`src/rtl/tlc_param_ctrl_if.sv`:
```
`default_nettype none
// ============================================================================
// Module      : tlc_param_ctrl_if
// Description : Sensor/fault inputs and light/state/tick outputs of the
//               parametrised traffic light controller.
// Revision    : 1.0 - initial release
// ============================================================================
interface tlc_param_ctrl_if #(
    parameter int NUM_SIDE = 2
);
    logic                    s_main;
    logic [NUM_SIDE-1:0]     s_side;
    logic                    fault;
    logic [1:0]              l1;
    logic [2*NUM_SIDE-1:0]   l_side;
    logic [3:0]              state;
    logic                    tick;

    // master: environment (sensors), slave: controller
    modport master (
        output s_main, s_side, fault,
        input  l1, l_side, state, tick
    );

    modport slave (
        input  s_main, s_side, fault,
        output l1, l_side, state, tick
    );
endinterface
`default_nettype wire

```
`src/rtl/tlc_param_ctrl.sv`:
```
`default_nettype none
// ============================================================================
// Module      : tlc_param_ctrl
// Description : Parametrised, sensor-actuated two-approach traffic light
//               controller with one-second prescaler, demand-extended side
//               green and fault failsafe. Optional flashing failsafe is
//               enabled by defining TLC_FLASH_FAILSAFE_EN.
// Revision    : 1.0 - initial release
// ============================================================================
module tlc_param_ctrl #(
    parameter int CLK_PER_SEC    = 1,
    parameter int MAIN_MIN_GREEN = 45,
    parameter int SIDE_GREEN     = 15,
    parameter int SIDE_MAX       = 30,
    parameter int YELLOW_T       = 5,
    parameter int ALLRED_T       = 1,
    parameter int NUM_SIDE       = 2,
    parameter int TW             = 8
) (
    input  logic               clk,
    input  logic               rst_n,
    tlc_param_ctrl_if.slave    bus
);

    typedef enum logic [3:0] {
        ST_ALLRED_TO_MAIN = 4'd0,
        ST_MAIN_GREEN     = 4'd1,
        ST_MAIN_WAIT      = 4'd2,
        ST_MAIN_YELLOW    = 4'd3,
        ST_ALLRED_TO_SIDE = 4'd4,
        ST_SIDE_GREEN     = 4'd5,
        ST_SIDE_EXT       = 4'd6,
        ST_SIDE_YELLOW    = 4'd7,
        ST_FAILSAFE       = 4'd8
    } state_t;

    localparam int PW = (CLK_PER_SEC > 1) ? $clog2(CLK_PER_SEC) : 1;

    localparam logic [PW-1:0] c_PRESC_MAX = PW'(CLK_PER_SEC - 1);
    localparam logic [TW-1:0] c_LD_ALLRED = TW'(ALLRED_T - 1);
    localparam logic [TW-1:0] c_LD_MAIN   = TW'(MAIN_MIN_GREEN - 1);
    localparam logic [TW-1:0] c_LD_YELLOW = TW'(YELLOW_T - 1);
    localparam logic [TW-1:0] c_LD_SIDE   = TW'(SIDE_GREEN - 1);
    localparam logic [TW-1:0] c_LD_EXT    = TW'(SIDE_MAX - SIDE_GREEN - 1);
    localparam bit            c_EXT_EN    = (SIDE_MAX > SIDE_GREEN);

    localparam logic [1:0] c_GRN  = 2'b01;
    localparam logic [1:0] c_YEL  = 2'b10;
    localparam logic [1:0] c_RED  = 2'b11;
    localparam logic [1:0] c_DARK = 2'b00;

    logic [PW-1:0] r_presc;
    logic          w_tick;
    state_t        r_state;
    state_t        w_next;
    logic [TW-1:0] r_sec;
    logic [TW-1:0] w_sec_nxt;
    logic          w_demand;
    logic          w_expire;
    logic [1:0]    r_l1;
    logic [1:0]    r_side;
    logic [1:0]    w_l1_nxt;
    logic [1:0]    w_side_nxt;

    // ------------------------------------------------------------------
    // One-second prescaler; free-running, including through FAILSAFE
    // ------------------------------------------------------------------
    assign w_tick = (r_presc == c_PRESC_MAX);

    always_ff @(posedge clk or negedge rst_n) begin
        if (!rst_n) begin
            r_presc <= '0;
        end else if (w_tick) begin
            r_presc <= '0;
        end else begin
            r_presc <= r_presc + 1'b1;
        end
    end

    assign w_demand = |bus.s_side;
    assign w_expire = w_tick && (r_sec == '0);

    // ------------------------------------------------------------------
    // State and seconds-counter registers
    // ------------------------------------------------------------------
    always_ff @(posedge clk or negedge rst_n) begin
        if (!rst_n) begin
            r_state <= ST_ALLRED_TO_MAIN;
            r_sec   <= c_LD_ALLRED;
        end else begin
            r_state <= w_next;
            r_sec   <= w_sec_nxt;
        end
    end

    // ------------------------------------------------------------------
    // Next-state and counter reload
    // ------------------------------------------------------------------
    always_comb begin
        w_next    = r_state;
        w_sec_nxt = r_sec;

        if (w_tick && (r_sec != '0)) begin
            w_sec_nxt = r_sec - 1'b1;
        end

        case (r_state)
            ST_ALLRED_TO_MAIN: begin
                if (w_expire) begin
                    w_next    = ST_MAIN_GREEN;
                    w_sec_nxt = c_LD_MAIN;
                end
            end
            ST_MAIN_GREEN: begin
                if (w_expire) begin
                    w_next = ST_MAIN_WAIT;
                end
            end
            ST_MAIN_WAIT: begin
                if (w_tick && w_demand) begin
                    w_next    = ST_MAIN_YELLOW;
                    w_sec_nxt = c_LD_YELLOW;
                end
            end
            ST_MAIN_YELLOW: begin
                if (w_expire) begin
                    w_next    = ST_ALLRED_TO_SIDE;
                    w_sec_nxt = c_LD_ALLRED;
                end
            end
            ST_ALLRED_TO_SIDE: begin
                if (w_expire) begin
                    w_next    = ST_SIDE_GREEN;
                    w_sec_nxt = c_LD_SIDE;
                end
            end
            ST_SIDE_GREEN: begin
                if (w_expire) begin
                    if (c_EXT_EN && w_demand && !bus.s_main) begin
                        w_next    = ST_SIDE_EXT;
                        w_sec_nxt = c_LD_EXT;
                    end else begin
                        w_next    = ST_SIDE_YELLOW;
                        w_sec_nxt = c_LD_YELLOW;
                    end
                end
            end
            ST_SIDE_EXT: begin
                // Extension ends early once demand drops or main traffic waits
                if (w_tick && (!w_demand || bus.s_main || (r_sec == '0))) begin
                    w_next    = ST_SIDE_YELLOW;
                    w_sec_nxt = c_LD_YELLOW;
                end
            end
            ST_SIDE_YELLOW: begin
                if (w_expire) begin
                    w_next    = ST_ALLRED_TO_MAIN;
                    w_sec_nxt = c_LD_ALLRED;
                end
            end
            ST_FAILSAFE: begin
                w_next    = ST_ALLRED_TO_MAIN;
                w_sec_nxt = c_LD_ALLRED;
            end
            default: begin
                w_next = ST_FAILSAFE;
            end
        endcase

        // Fault overrides every transition, including leaving FAILSAFE
        if (bus.fault) begin
            w_next = ST_FAILSAFE;
        end
    end

`ifdef TLC_FLASH_FAILSAFE_EN
    logic r_flash;
    logic w_flash_nxt;

    // Lit phase on FAILSAFE entry, then toggles every second
    assign w_flash_nxt = (r_state != ST_FAILSAFE) ? 1'b1 :
                         (w_tick ? ~r_flash : r_flash);

    always_ff @(posedge clk or negedge rst_n) begin
        if (!rst_n) begin
            r_flash <= 1'b1;
        end else begin
            r_flash <= w_flash_nxt;
        end
    end
`endif

    // ------------------------------------------------------------------
    // Light decode from the next state so lights change with State
    // ------------------------------------------------------------------
    always_comb begin
        w_l1_nxt   = c_RED;
        w_side_nxt = c_RED;
        case (w_next)
            ST_MAIN_GREEN,
            ST_MAIN_WAIT:   w_l1_nxt   = c_GRN;
            ST_MAIN_YELLOW: w_l1_nxt   = c_YEL;
            ST_SIDE_GREEN,
            ST_SIDE_EXT:    w_side_nxt = c_GRN;
            ST_SIDE_YELLOW: w_side_nxt = c_YEL;
            ST_FAILSAFE: begin
`ifdef TLC_FLASH_FAILSAFE_EN
                if (w_flash_nxt) begin
                    w_l1_nxt   = c_YEL;
                    w_side_nxt = c_RED;
                end else begin
                    w_l1_nxt   = c_DARK;
                    w_side_nxt = c_DARK;
                end
`else
                w_l1_nxt   = c_RED;
                w_side_nxt = c_RED;
`endif
            end
            default: begin
                w_l1_nxt   = c_RED;
                w_side_nxt = c_RED;
            end
        endcase
    end

    always_ff @(posedge clk or negedge rst_n) begin
        if (!rst_n) begin
            r_l1   <= c_RED;
            r_side <= c_RED;
        end else begin
            r_l1   <= w_l1_nxt;
            r_side <= w_side_nxt;
        end
    end

    assign bus.l1     = r_l1;
    assign bus.l_side = {NUM_SIDE{r_side}};
    assign bus.state  = r_state;
    assign bus.tick   = w_tick;

endmodule
`default_nettype wire
```
`src/flat_wrapper.sv`:
```
// flat-port wrapper written by rule: the top's interface ports become plain ports
module tlc_param_ctrl_flat 
#(
    parameter int CLK_PER_SEC    = 1,
    parameter int MAIN_MIN_GREEN = 45,
    parameter int SIDE_GREEN     = 15,
    parameter int SIDE_MAX       = 30,
    parameter int YELLOW_T       = 5,
    parameter int ALLRED_T       = 1,
    parameter int NUM_SIDE       = 2,
    parameter int TW             = 8
)
  (clk, rst_n, bus_s_main, bus_s_side, bus_fault, bus_l1, bus_l_side, bus_state, bus_tick);
  tlc_param_ctrl_if #(.NUM_SIDE(NUM_SIDE)) bus_i ();
  input  logic clk;
  input  logic rst_n;
  input wire logic [$bits(bus_i.s_main)-1:0] bus_s_main;
  input wire logic [$bits(bus_i.s_side)-1:0] bus_s_side;
  input wire logic [$bits(bus_i.fault)-1:0] bus_fault;
  output wire logic [$bits(bus_i.l1)-1:0] bus_l1;
  output wire logic [$bits(bus_i.l_side)-1:0] bus_l_side;
  output wire logic [$bits(bus_i.state)-1:0] bus_state;
  output wire logic [$bits(bus_i.tick)-1:0] bus_tick;
  assign bus_i.s_main = bus_s_main;
  assign bus_i.s_side = bus_s_side;
  assign bus_i.fault = bus_fault;
  assign bus_l1 = bus_i.l1;
  assign bus_l_side = bus_i.l_side;
  assign bus_state = bus_i.state;
  assign bus_tick = bus_i.tick;
  tlc_param_ctrl #(.CLK_PER_SEC(CLK_PER_SEC), .MAIN_MIN_GREEN(MAIN_MIN_GREEN), .SIDE_GREEN(SIDE_GREEN), .SIDE_MAX(SIDE_MAX), .YELLOW_T(YELLOW_T), .ALLRED_T(ALLRED_T), .NUM_SIDE(NUM_SIDE), .TW(TW)) u_core (.clk(clk), .rst_n(rst_n), .bus(bus_i));
endmodule
```
`config.mk`:
```
export PLATFORM = sky130hd
export DESIGN_NAME = tlc_param_ctrl_flat
export DESIGN_NICKNAME = d
export VERILOG_FILES = /design/src/rtl/tlc_param_ctrl_if.sv /design/src/rtl/tlc_param_ctrl.sv /design/src/flat_wrapper.sv
export SDC_FILE = /design/constraint.sdc
export NUM_CORES = 1
export LEC_CHECK = 0
export CAP_MARGIN = 10
export CORE_UTILIZATION = 47
export CTS_CLUSTER_DIAMETER = 100
export CTS_CLUSTER_SIZE = 10
export DETAILED_ROUTE_END_ITERATION = 6
export PLACE_DENSITY = 0.84
export RECOVER_POWER = 50
export SYNTH_ARGS = -nofsm -noshare
export SYNTH_HDL_FRONTEND = slang
export SYNTH_SLANG_ARGS = --single-unit
```
`constraint.sdc`:
```
create_clock -name clk -period 2.2 [get_ports clk]
set_clock_uncertainty 0.2 [all_clocks]
set_input_delay 0.66 -clock clk [delete_from_list [all_inputs] [get_ports clk]]
set_output_delay 0.66 -clock clk [all_outputs]
set_load 0.02 [all_outputs]
```
==> impl_metrics.json <==
{
  "status": "finished with violations",
  "failed_checks": "setup timing",
  "worstReg2RegStart": "u_core.r_sec[1]",
  "drive_gt1_share_pct": 33.3,
  "dp_hpwl_um": 2050,
  "tightest_slew_ns": 0.492,
  "wl_per_cell_um": 17.0,
  "synth_edf_count": 0,
  "r2r_end": "u_core.bus.l1[1]",
  "worst_hold_path.endpoint": "u_core.r_sec[6]",
  "fmax_mhz": 442,
  "clk_pin_slew_ns": 0.10,
  "ctsHoldBuffers": 0,
  "cts_made_buffers": 3,
  "grt_usage_pct": 27.5,
  "synth_seq_cells": 16,
  "min_path_cells": 2,
  "route.detailed.drc": 0,
  "post-route-min-period_ns": 2.26,
  "core_sq_mm": 0.00204,
  "path_class": "reg2reg",
  "die_h_um": 49.4,
  "slew_violations": 0,
  "cts_tree": "built",
  "rsz0062_at_grt": "yes",
  "cp-start-kind": "flop",
  "finalHoldViolations": 0,
  "seq_area_sq_um": 405,
  "synth_top_flop_cell": "dfrtp_1",
  "period_share_pct": 103,
  "ys_seq_area_share_pct": 38.4,
  "postSynthCellCount": 117,
  "ys_async_sr_fraction_pct": 100,
  "gr-total-overflow": 0,
  "die_area_sq_mm": 0.00244,
  "fin_nets": 156,
  "synth.top_cell.area_share_pct": 28.4,
  "power_density_mw_per_mm2": 1090,
  "antenna_cells": 0,
  "leakage_nw": 0.617,
  "relSlewSlack_pct": 66.7,
  "tns_ns": -0.204,
  "cts-root-buf": "clkbuf_4",
  "routed_wl_um": 2970,
  "postRouteAntennaNets": 0,
  "std_cell_rows": 16,
  "initialDrtViolationCount": 54,
  "vdd_drop_max_uv": 796,
  "fillers": 157,
  "via_per_inst": 6.20,
  "yosys.cell_types.count": 50,
  "vias": 1079,
  "synth_commonest_cells": "15 x nand2_1, 12 x dfrtp_1, 10 x nor2_1",
  "syn_nets": 125,
  "hp-start": "u_core.r_sec[6]",
  "ys_top_cells_by_area": "dfrtp_1 28%, dfstp_2 10%, nand2_1 5.3%",
  "clock-sinks": 16,
  "crit_path_end_kind": "flop",
  "gp_congestion": 0.917,
  "synth_top_cell_by_area": "dfrtp_1",
  "antenna_found_initial": 0,
  "grt_first_pass_wirelength_um": 5060,
  "ff2ff_path_depth": 7,
  "die_w_um": 49.4,
  "setup_viol": 6,
  "syn_avg_cell_area_sq_um": 9.03,
  "grt_pass1_vias": 1116,
  "initial_utilization_pct": 51.7,
  "cts.path.max_buffers": 2,
  "synth_area_sq_mm": 0.00106,
  "cap_violations": 0,
  "hold_path.class": "reg2reg",
  "area_growth_pct": 37.9,
  "crit_required_ns": 2.24,
  "rrSetupSlack_ns": -0.06,
  "crit_fanout": 6,
  "h-tree-depth": 1,
  "dr.pass1.iters": 5,
  "portBuffers": 15,
  "ioPinCount": 17,
  "setup_ws_ns": -0.0612,
  "yosysMostFrequentCell": "nand2_1",
  "insertion_delay_ns": 0.29,
  "multi_input_area_sq_um": 678,
  "grt_max_degree": 15,
  "worstPathArrival_ns": 2.30,
  "yosysWarnings": 0,
  "whs_ns": 0.425
}
worst max path at each step:
stage | from | slack [ns] | endpoint | cells after the start
after floorplan | u_core.r_sec[1] | -0.06 | u_core.bus.l1[0] | 8
after global placement | bus_s_side[1] | -0.21 | u_core.r_side[1] | 7
after detailed placement | bus_s_side[1] | -0.27 | u_core.r_side[1] | 7
after CTS | u_core.r_sec[1] | -0.11 | u_core.bus.l1[1] | 7
after global routing | u_core.r_sec[1] | -0.13 | u_core.bus.l1[0] | 7
final | u_core.r_sec[1] | -0.06 | u_core.bus.l1[1] | 7
critical path, cell delays in order, from the launching register on:
cell and delay [ns]:
dfrtp_1 0.42, inv_2 0.09, ha_4 0.13, or4b_4 0.53, or4_4 0.52, a21boi_4 0.19
nor2_2 0.06, nand2_1 0.07
cells in the final DEF (no fill, tap or decap), types with 2 or more instances in the layout:
cell              n
inv_2             2
dfstp_2           4
a21boi_0          2
nor2_1            9
nor3_1            3
o21ai_0           3
buf_4            18
xor2_1            3
nand2_1          15
nor2_2            2
a21oi_1           5
ha_4              2
inv_1             2
clkbuf_4          3
a32o_1            2
a211oi_1          4
clkdlybuf4s50_1   8
nor2b_1           2
dlygate4sd2_1     6
dfrtp_1          12
o31ai_1           2
cell families (layout without fill, tap and decap cells):
logic type	count (synthesis)	count (layout)	share of synthesized area, %
compound gates	34	34	23.5
xor+xnor	4	4	3.32
fa+ha+maj	2	2	2.37
buf+inv	13	43	6.63
flops	16	16	38.4
other cells	1	1	0.355
simple gates	47	47	25.5
stage by stage:
stage | area (sq um) | utilization, % | instances | setup slack, ns | total power, mW
finish | 1460 | 71.3 | 174 | -0.0612 | 1.59
global route | 1460 | 71.3 | 174 | -0.132 | 1.70
CTS | 1430 | 69.9 | 173 | -0.108 | 1.51
detailed placement | 1330 | 65.3 | 168 | -0.268 | 1.22
global placement | 1330 | 65.3 | 168 | -0.212 | 1.19
floorplan | 1070 | - | 117 | -0.0585 | 0.950
power breakdown:
part / switching [mW] / internal [mW]
Clock: 0.0992 / 0.101
Combinational: 0.507 / 0.458
Sequential: 0.0573 / 0.363
state kept, by name, summed over array words and instances, names as in the netlist:
register	cells
u_core.r_sec	8
u_core.r_side	2
u_core.bus.l1	2
u_core.bus.state	4
routing by layer:
metal  part of all wire [%]  GRT usage, %
met4                    3.3          15.7
met2                     49          45.0
met1                     41          35.4
met5                      0             0
met3                    6.5          2.18
what timing repair did:
action                     CTS  global route
buffers inserted             1             1
setup endpoints to repair   17            11
gates resized for setup     14             6
pin swaps                    4             3
cell type report:
class / count / area share, %
inverter: 5 / 1.46
tap: 27 / 2.32
timing repair buffer: 34 / 19.3
sequential: 16 / 27.8
clock buffer: 4 / 2.49
multi-input combinational: 88 / 46.6
(Power assumes the default switching activity.)
